==> src/rtl/game_pkt_pkg.sv <==
// Shared constants and helpers for the game-state packet transmitter.
package game_pkt_pkg;

  localparam logic [1:0] PKT_CLASS_STATE = 2'b01;
  localparam logic [1:0] ST_START        = 2'b01;
  localparam logic [1:0] ST_STOP         = 2'b10;
  localparam logic [7:0] GAME_START      = 8'h05;
  localparam logic [7:0] GAME_STOP       = 8'h09;

  // Debounce FSM encoding
  typedef enum logic [0:0] {
    DEB_STABLE = 1'b0,
    DEB_CHECK  = 1'b1
  } deb_state_e;

  // Build the state packet for the debounced switch level (1 = running)
  function automatic logic [7:0] make_pkt(input logic running);
    logic [1:0] st;
    st = running ? ST_START : ST_STOP;
    return {4'b0000, st, PKT_CLASS_STATE};
  endfunction

endpackage

==> src/rtl/gs_pkt_fifo.sv <==
// Small synchronous FIFO with a first-word-fall-through head.
// A pop on an empty FIFO is ignored; a push while full is only accepted
// when a pop frees a slot in the same cycle.
module gs_pkt_fifo #(
  parameter int WIDTH = 8,
  parameter int DEPTH = 4
) (
  input  logic             i_clk,
  input  logic             i_rst,
  input  logic             i_push,
  input  logic [WIDTH-1:0] i_wdata,
  input  logic             i_pop,
  output logic [WIDTH-1:0] o_rdata,
  output logic             o_full,
  output logic             o_empty
);

  localparam int AW = (DEPTH > 1) ? $clog2(DEPTH) : 1;
  localparam logic [AW:0] FULL_CNT = (AW + 1)'(DEPTH);

  logic [WIDTH-1:0] r_mem [DEPTH];
  logic [AW-1:0]    r_wr_ptr;
  logic [AW-1:0]    r_rd_ptr;
  logic [AW:0]      r_count;
  logic             w_do_pop;
  logic             w_do_push;

  assign o_full    = (r_count == FULL_CNT);
  assign o_empty   = (r_count == '0);
  assign w_do_pop  = i_pop && !o_empty;
  assign w_do_push = i_push && (!o_full || w_do_pop);
  // Head is forced to zero when empty so the output never shows stale or unknown data
  assign o_rdata   = o_empty ? '0 : r_mem[r_rd_ptr];

  // Pointer and occupancy bookkeeping
  always_ff @(posedge i_clk) begin
    if (i_rst) begin
      r_wr_ptr <= '0;
      r_rd_ptr <= '0;
      r_count  <= '0;
    end else begin
      if (w_do_push) begin
        r_wr_ptr <= r_wr_ptr + AW'(1);
      end
      if (w_do_pop) begin
        r_rd_ptr <= r_rd_ptr + AW'(1);
      end
      if (w_do_push && !w_do_pop) begin
        r_count <= r_count + (AW + 1)'(1);
      end else if (w_do_pop && !w_do_push) begin
        r_count <= r_count - (AW + 1)'(1);
      end
    end
  end

  // Storage write
  always_ff @(posedge i_clk) begin
    if (w_do_push) begin
      r_mem[r_wr_ptr] <= i_wdata;
    end
  end

endmodule

==> src/rtl/game_state_tx.sv <==
// Start/stop switch to game-state packet source for the UART TX.
// Switch -> 2-flop sync -> debounce FSM -> edge/resend events -> packet FIFO.
module game_state_tx
  import game_pkt_pkg::*;
#(
  parameter int DEBOUNCE_CYCLES = 1000,
  parameter int RESEND_CYCLES   = 0,
  parameter int FIFO_DEPTH      = 4,
  parameter int CNT_W           = 3
) (
  input  logic             uart_clk,
  input  logic             rst,
  input  logic             switch,
  input  logic [CNT_W-1:0] complete_cuisine_num,
  output logic [7:0]       data,
  output logic             data_valid,
  input  logic             data_ready,
  output logic [7:0]       led,
  output logic             overflow
);

  localparam int DCW = $clog2(DEBOUNCE_CYCLES + 1);
  localparam int TW  = (RESEND_CYCLES > 1) ? $clog2(RESEND_CYCLES) : 1;

  logic             r_sw_meta;
  logic             r_sw_s;
  deb_state_e       r_deb_fsm;
  logic [DCW-1:0]   r_cnt;
  logic             r_deb_state;
  logic             r_edge_evt;
  logic [TW-1:0]    r_timer;
  logic             r_overflow;
  logic [CNT_W-1:0] r_led_cnt;

  logic             w_resend_evt;
  logic             w_push;
  logic [7:0]       w_pkt;
  logic             w_pop;
  logic             w_full;
  logic             w_empty;
  logic             w_drop;
  logic [7:0]       w_led;

  // Resend fires on the last count of the period; disabled when the period is 0
  assign w_resend_evt = (RESEND_CYCLES > 0) && (r_timer == TW'(RESEND_CYCLES - 1));
  // An edge and a resend in the same cycle collapse into one packet of the (new) state
  assign w_push       = r_edge_evt || w_resend_evt;
  assign w_pkt        = make_pkt(r_deb_state);
  assign data_valid   = !w_empty;
  assign w_pop        = data_valid && data_ready;
  assign w_drop       = w_push && w_full && !w_pop;
  assign overflow     = r_overflow;

  // Two-flop synchroniser for the asynchronous switch
  always_ff @(posedge uart_clk) begin
    if (rst) begin
      r_sw_meta <= 1'b0;
      r_sw_s    <= 1'b0;
    end else begin
      r_sw_meta <= switch;
      r_sw_s    <= r_sw_meta;
    end
  end

  // Debounce: a new level must persist DEBOUNCE_CYCLES samples before it is accepted
  always_ff @(posedge uart_clk) begin
    if (rst) begin
      r_deb_fsm   <= DEB_STABLE;
      r_cnt       <= '0;
      r_deb_state <= 1'b0;
      r_edge_evt  <= 1'b0;
    end else begin
      r_edge_evt <= 1'b0;
      case (r_deb_fsm)
        DEB_STABLE: begin
          if (r_sw_s != r_deb_state) begin
            r_deb_fsm <= DEB_CHECK;
            r_cnt     <= DCW'(1);
          end
        end
        DEB_CHECK: begin
          if (r_sw_s == r_deb_state) begin
            r_deb_fsm <= DEB_STABLE;
          end else if (r_cnt >= DCW'(DEBOUNCE_CYCLES - 1)) begin
            r_deb_state <= ~r_deb_state;
            r_edge_evt  <= 1'b1;
            r_deb_fsm   <= DEB_STABLE;
          end else begin
            r_cnt <= r_cnt + DCW'(1);
          end
        end
        default: begin
          r_deb_fsm <= DEB_STABLE;
        end
      endcase
    end
  end

  // Resend period timer; any accepted edge restarts the period
  always_ff @(posedge uart_clk) begin
    if (rst) begin
      r_timer <= '0;
    end else if (RESEND_CYCLES == 0) begin
      r_timer <= '0;
    end else if (r_edge_evt || w_resend_evt) begin
      r_timer <= '0;
    end else begin
      r_timer <= r_timer + TW'(1);
    end
  end

  // Sticky overflow flag, cleared only by reset
  always_ff @(posedge uart_clk) begin
    if (rst) begin
      r_overflow <= 1'b0;
    end else if (w_drop) begin
      r_overflow <= 1'b1;
    end
  end

  // Registered copy of the dish count for the LEDs
  always_ff @(posedge uart_clk) begin
    if (rst) begin
      r_led_cnt <= '0;
    end else begin
      r_led_cnt <= complete_cuisine_num;
    end
  end

  // LED map: count in the low bits, running state in bit 6, overflow in bit 7
  always_comb begin
    w_led             = 8'h00;
    w_led[CNT_W-1:0]  = r_led_cnt;
    w_led[6]          = r_deb_state;
    w_led[7]          = r_overflow;
  end
  assign led = w_led;

  gs_pkt_fifo #(
    .WIDTH (8),
    .DEPTH (FIFO_DEPTH)
  ) u_fifo (
    .i_clk   (uart_clk),
    .i_rst   (rst),
    .i_push  (w_push),
    .i_wdata (w_pkt),
    .i_pop   (w_pop),
    .o_rdata (data),
    .o_full  (w_full),
    .o_empty (w_empty)
  );

endmodule

==> config.mk <==
export PLATFORM = sky130hd
export DESIGN_NAME = game_state_tx
export DESIGN_NICKNAME = d
export VERILOG_FILES = /design/src/rtl/game_pkt_pkg.sv /design/src/rtl/gs_pkt_fifo.sv /design/src/rtl/game_state_tx.sv
export SDC_FILE = /design/constraint.sdc
export NUM_CORES = 1
export LEC_CHECK = 0
export BUFFER_PORTS_ARGS = -buffer_cell sky130_fd_sc_hd__buf_4
export CAP_MARGIN = 30
export CORE_MARGIN = 5
export CORE_UTILIZATION = 38
export CTS_CLUSTER_DIAMETER = 50
export DETAILED_ROUTE_END_ITERATION = 16
export PLACE_DENSITY = 0.56
export SKIP_LAST_GASP = 1
export SLEW_MARGIN = 10
export SYNTH_ARGS = -nofsm -noshare
export SYNTH_HDL_FRONTEND = slang
export SYNTH_SLANG_ARGS = --single-unit
==> constraint.sdc <==
create_clock -name uart_clk -period 2.55 [get_ports uart_clk]
set_input_delay 0.255 -clock uart_clk [delete_from_list [all_inputs] [get_ports uart_clk]]
set_output_delay 0.255 -clock uart_clk [all_outputs]
set_load 0.02 [all_outputs]
==> metrics.cfg, run 1 <==
[sta]
holdWs_ns = 0.180
setup_tns_ns = 0
setup_viol = 0
max_freq_ghz = 0.428
fin_crit_ns = 2.33
rsz0062_at_grt = false
hold_viol = 0
finalCritPeriodShare_pct = 91.5
finClkSkew_ns = 0.00312
drv_slew = 0

[routing]
wirelength_um = 2960
wire_per_inst_um = 13.2
routed-wl-met3_um = 207
ant_nets = 0
top_layer = met4
drt_first_pass_iters = 4
drt_iter0_markers = 64
dr_wl_met2_um = 1340
vias = 1144
wl_met1_um = 1370
via_per_inst = 5.11
drc = 0

[worst_setup_path]
cp_slowest_cell = dfxtp_1
end_kind = register
crit_fanout = 7
reg2reg_to = u_fifo.r_count[2]
crit_arrival_ns = 2.55
crit_family = simple AND/OR/NAND/NOR gates
cp_slowest_stage_delay_ns = 0.41
r2r_cells = 8
r2r-start = u_fifo.r_count[0]
crit_buf_inv = 1
cp_data_required_time_ns = 2.76
crit_chain = nor4b_1 > nor2b_1 > ha_1 > inv_1 > fa_1 > xor2_1 > or3_1 > a21oi_1
start_kind = register
critPathKind = reg2reg
reg2reg_setup_slack_ns = 0.22

[final_layout]
diodes = 0
syn2layout_area_growth_pct = 12.9
fin_nets = 187
drive_above_1_share_pct = 19.0
num-fill-cells = 381
final_core_util_pct = 45.3
multi_input_area_um2 = 731
regArea_um2 = 801

[grt]
grt_overflow = 0
antenna_found_initial = 0
grt_first_pass_wirelength_um = 5000
grt_max_degree = 28
first_global_vias = 1143
gr-usage-all-layers_pct = 11.8

[min_path]
min-delay-start = complete_cuisine_num[2]
min_to = r_led_cnt[2]
hold_depth = 2
hold_path.class = in2reg

[placed_design]
dp_hpwl_um = 2110
io_buffers = 16
gp_congestion = 0.691

[floorplan]
start_util_pct = 40.1
die_x_um = 75.7
die_y_um = 75.7
dieArea_um2 = 5730
io_pins = 25
rows = 23
core_um2 = 4090

[clocking]
clk_latency_ns = 0.28
cts_tree = built
clk_pin_slew_ns = 0.07
hold_buffers = 0
clockBufferDepth = 2
cts.htree.levels = 2
root_buffer = clkbuf_8
post_cts_buffers = 0
clock_sinks = 36
cts_resized = 0
numCtsBuffers = 5

[yosys]
ys_ff_latch = 36
synth_edf_count = 8
netlist-cell-type-count = 39
syn_inst = 160
yosys_warnings = 0
synth_ff_type = dfxtp_1
syn_avg_cell_area_um2 = 10.3
syn_area_um2 = 1640
synthArstFlopShare_pct = 0
seq_area_frac_synth_pct = 48.8

[run_status]
status = finished clean

[power]
p_leak_nw = 0.697
power_mw = 1.57
p_per_area_nw_per_um2 = 846
irDropWorstVdd_uv = 408

[run]
cap_violations = 0

registers in the layout, summed over array words and instances (netlist names), named ones only:
| name | flops |
|---|---|
| r_edge_evt | 1 |
| u_fifo.r_mem | 8 |
| r_cnt | 10 |
| r_sw_meta | 1 |
| r_deb_state | 1 |
| u_fifo.r_count | 3 |
| u_fifo.r_wr_ptr | 2 |
| r_sw_s | 1 |
| r_deb_fsm | 1 |
| overflow | 1 |
| u_fifo.r_rd_ptr | 2 |
| r_led_cnt | 3 |
cells in the final DEF, fill, tap and decap left out, drive strengths merged, types with 2 or more instances in the layout:
master,instances
a21oi,4
a31oi,7
and2,6
and4,2
buf,17
clkbuf,5
conb,8
dfxtp,28
edfxtp,8
ha,6
inv,5
mux2i,3
mux4,2
nand2,12
nand3,8
nand3b,2
nand4,2
nor2,12
nor2b,6
or3,7
xnor2,2
xor2,5
synthesized netlist by cell type (2+ instances only):
master	number	area, µm²
a21oi_1	4	20.0
a31oi_1	7	43.8
and2_1	6	37.5
buf_4	11	82.6
clkbuf_1	6	22.5
dfxtp_1	28	561
edfxtp_1	8	240
ha_1	6	75.1
inv_1	5	18.8
mux2i_1	3	30.0
mux4_2	2	45.0
nand2_1	12	45.0
nand3_1	8	40.0
nand3b_1	2	15.0
nand4_1	2	12.5
nor2_1	12	45.0
nor2b_1	6	37.5
or3_1	5	31.3
or3_2	2	15.0
xnor2_1	2	17.5
xor2_1	5	43.8
how the worst max path moves through the flow:
stage	from	endpoint	slack [ns]	depth (start not counted)
floorplan	u_fifo.r_count[0]	u_fifo.r_count[2]	0.30	9
global placement	u_fifo.r_count[0]	u_fifo.r_count[2]	0.39	8
detailed placement	u_fifo.r_count[0]	u_fifo.r_count[2]	0.21	8
CTS	u_fifo.r_count[0]	u_fifo.r_count[2]	0.19	8
global route	u_fifo.r_count[0]	u_fifo.r_count[2]	0.08	8
finish	u_fifo.r_count[0]	u_fifo.r_count[2]	0.22	8
metrics by stage:
step,cell area [µm²],instances,worst slack (ns)
finish,1850,224,0.216
global route,1850,224,0.0804
CTS,1850,224,0.195
detailed placement,1740,216,0.212
global placement,1740,216,0.390
floorplan,1670,167,0.298
layer usage:
| metal | GRT usage [%] | vias to the layer above |
|---|---|---|
| met3 | 4.09 | 6 |
| met4 | 6.02 | 0 |
| li1 | - | 564 |
| met1 | 14.0 | 540 |
| met2 | 18.8 | 34 |
| met5 | 0 | - |
where the power goes:
group          leakage (nW)  switching, mW  internal [mW]  total [mW]
sequential            0.299         0.0442          0.627       0.671
combinational         0.343          0.226          0.181       0.407
clock                0.0541          0.199          0.289       0.488
total                 0.697          0.469           1.10        1.57
logic make-up after synthesis:
kind of cell	Yosys count	share of synthesized area, %
flops	36	48.8
simple gates	61	19.8
other cells	1	0.229
mux	5	4.58
compound gates	20	8.77
buf+inv	23	8.24
fa+ha+maj	7	5.80
xor+xnor	7	3.74
final cells by class:
type	count	area share (%)
Clock buffer	5	3.72
Clock inverter	3	2.30
Inverter	5	1.01
Multi-Input combinational cell	108	39.5
Sequential cell	36	43.2
Tap cell	50	3.38
Timing Repair Buffer	17	6.89
Power figures use the tool's default switching activity.
==> inputs of run 2 (changes only) <==
--- a/config.mk
+++ b/config.mk
@@ -8,10 +8,10 @@
 export BUFFER_PORTS_ARGS = -buffer_cell sky130_fd_sc_hd__buf_4
 export CAP_MARGIN = 30
 export CORE_MARGIN = 5
-export CORE_UTILIZATION = 38
+export CORE_UTILIZATION = 35
 export CTS_CLUSTER_DIAMETER = 50
 export DETAILED_ROUTE_END_ITERATION = 16
-export PLACE_DENSITY = 0.56
+export PLACE_DENSITY = 0.53
 export SKIP_LAST_GASP = 1
 export SLEW_MARGIN = 10
 export SYNTH_ARGS = -nofsm -noshare
==> constraint.sdc (replaced) <==
create_clock -name uart_clk -period 2.7 [get_ports uart_clk]
set_input_delay 0.27 -clock uart_clk [delete_from_list [all_inputs] [get_ports uart_clk]]
set_output_delay 0.27 -clock uart_clk [all_outputs]
set_load 0.02 [all_outputs]
==> run 2 against run 1 <==
  * Clock skew grew 0.00097 ns
  * Register-to-register slack gained 0.13 ns
  * Design area shrank 0.74%
  * Utilization shrank 5.6 points
  * Critical path type unchanged
  * Critical endpoint unchanged
  * Largest cell class unchanged
  * Largest power group unchanged
  * Highest routed layer unchanged
==> metrics.cfg, run 2 (synthesis gave the netlist of run 1 again) <==
[placed_design]
io_buffers = 16  ; unchanged
gp_congestion = 0.823  ; was 0.691
dp_hpwl_um = 2200  ; was 2110 µm

[sta]
drv_slew = 0  ; unchanged
fin_crit_ns = 2.35  ; was 2.33 ns
rsz0062_at_grt = false  ; unchanged
max_freq_ghz = 0.425  ; was 0.428 GHz
slew_headroom_pct = 47.5
finClkSkew_ns = 0.00409  ; was 0.00312 ns
setup_tns_ns = 0  ; unchanged
finalCritPeriodShare_pct = 87.1  ; was 91.5%
setup_viol = 0  ; unchanged
worst_pin_slew_ns = 0.787
hold_viol = 0  ; unchanged

[grt]
grt_max_degree = 28  ; unchanged
grt_overflow = 0  ; unchanged
antenna_found_initial = 0  ; unchanged
gr-usage-all-layers_pct = 10.9  ; was 11.8%
first_global_vias = 1154  ; was 1,143
grt_first_pass_wirelength_um = 5220  ; was 5000 µm

[clocking]
clk_pin_slew_ns = 0.07  ; about the same
clk_latency_ns = 0.28  ; about the same
cts_resized = 0  ; unchanged
hold_buffers = 0  ; unchanged
clockBufferDepth = 2  ; unchanged
post_cts_buffers = 0  ; unchanged
cts_tree = built  ; unchanged
root_buffer = clkbuf_8  ; unchanged
cts.htree.levels = 2  ; unchanged
clock_sinks = 36  ; unchanged
numCtsBuffers = 5  ; unchanged

[min_path]
hold_path.class = in2reg  ; unchanged

[final_layout]
syn2layout_area_growth_pct = 12.1  ; was 12.9%
fin_nets = 186  ; was 187
top_regs = r_cnt (10), u_fifo.r_mem (8)  ; unchanged
layout_commonest_cell = dfxtp_1  ; unchanged
num-fill-cells = 468  ; was 381
largest_register_ffs = 10  ; unchanged
regArea_um2 = 801  ; unchanged
diodes = 0  ; unchanged
drive_above_1_share_pct = 17.9  ; was 19.0%
top_register = r_cnt  ; unchanged
layout_common_cells = dfxtp_1, buf_4, nand2_1, nor2_1  ; unchanged
final_core_util_pct = 39.7  ; was 45.3%
multi_input_area_um2 = 731  ; unchanged

[floorplan]
core_um2 = 4630  ; was 4090 µm²
start_util_pct = 35.4  ; was 40.1%
rows = 25  ; was 23
die_x_um = 78.5  ; was 75.7 µm
dieArea_um2 = 6160  ; was 5730 µm²
die_y_um = 78.5  ; was 75.7 µm
io_pins = 25  ; unchanged

[worst_setup_path]
start_kind = register  ; unchanged
cp_slowest_cell = dfxtp_1  ; unchanged
crit_chain = nor4b_1 > nor2b_1 > ha_1 > inv_1 > fa_1 > xor2_1 > or3_1 > a21oi_1  ; unchanged
crit_buf_inv = 1  ; unchanged
crit_fanout = 7  ; unchanged
crit_arrival_ns = 2.56  ; was 2.55 ns
critPathKind = reg2reg  ; unchanged
cp_data_required_time_ns = 2.91  ; was 2.76 ns
crit_family = simple AND/OR/NAND/NOR gates  ; unchanged
end_kind = register  ; unchanged
cp_slowest_stage_delay_ns = 0.43  ; was 0.41 ns

[routing]
drt_iter0_markers = 64  ; unchanged
drt_first_pass_iters = 4  ; unchanged
ant_nets = 0  ; unchanged
wire_per_inst_um = 13.5  ; was 13.2 µm
wirelength_um = 3070  ; was 2960 µm
vias = 1140  ; was 1,144
drc = 0  ; unchanged
via_per_inst = 5.02  ; was 5.11

[power]
p_per_area_nw_per_um2 = 780  ; was 846 nW/µm²
power_mw = 1.43  ; was 1.57 mW
irDropWorstVdd_uv = 304  ; was 408 µV
p_leak_nw = 0.689  ; was 0.697 nW

[run]
cap_violations = 0  ; unchanged

[run_status]
status = finished clean  ; unchanged

-- run 2: cell type report --
cell class / instances / area share (%)
multi-input cells: 108 / 39.8
repair buffers: 16 / 6.54
clock buffers: 8 / 5.45
inverters: 5 / 1.02
well taps: 54 / 3.68
flip-flops and latches: 36 / 43.6
-- run 2: path summary, 6_finish.rpt --
check | from | cells after the start | slack [ns] | to
max | u_fifo.r_count[0] | 8 | 0.35 | u_fifo.r_count[2]
min reg2reg | r_sw_meta | 1 | 0.45 | r_sw_s
min | complete_cuisine_num[0] | 2 | 0.20 | r_led_cnt[0]
max reg2reg | u_fifo.r_count[0] | 8 | 0.35 | u_fifo.r_count[2]
-- run 2: routing by layer --
metal	routed length [µm]	up-vias	global-route usage, %	share of wire (%)
met5	0	-	0	0
met3	163	4	4.24	5.3
li1	-	560	-	-
met4	25	0	4.72	0.81
met2	1570	28	19.3	51
met1	1310	548	11.2	43
-- run 2: per-stage QoR --
step / instance area, µm² / hold slack [ns] / setup slack [ns] / instances
after floorplan: 1670 / 0.398 / 0.448 / 167
after global routing: 1840 / 0.186 / 0.0996 / 227
after CTS: 1840 / 0.185 / 0.343 / 227
after global placement: 1740 / 0.424 / 0.546 / 219
final: 1840 / 0.198 / 0.348 / 227
after detailed placement: 1740 / 0.432 / 0.368 / 219
-- run 2: power breakdown --
part / leakage (nW) / switching, mW / total [mW] / internal (mW)
clock: 0.0515 / 0.179 / 0.412 / 0.233
combinational: 0.338 / 0.214 / 0.387 / 0.172
sequential: 0.299 / 0.0432 / 0.635 / 0.592
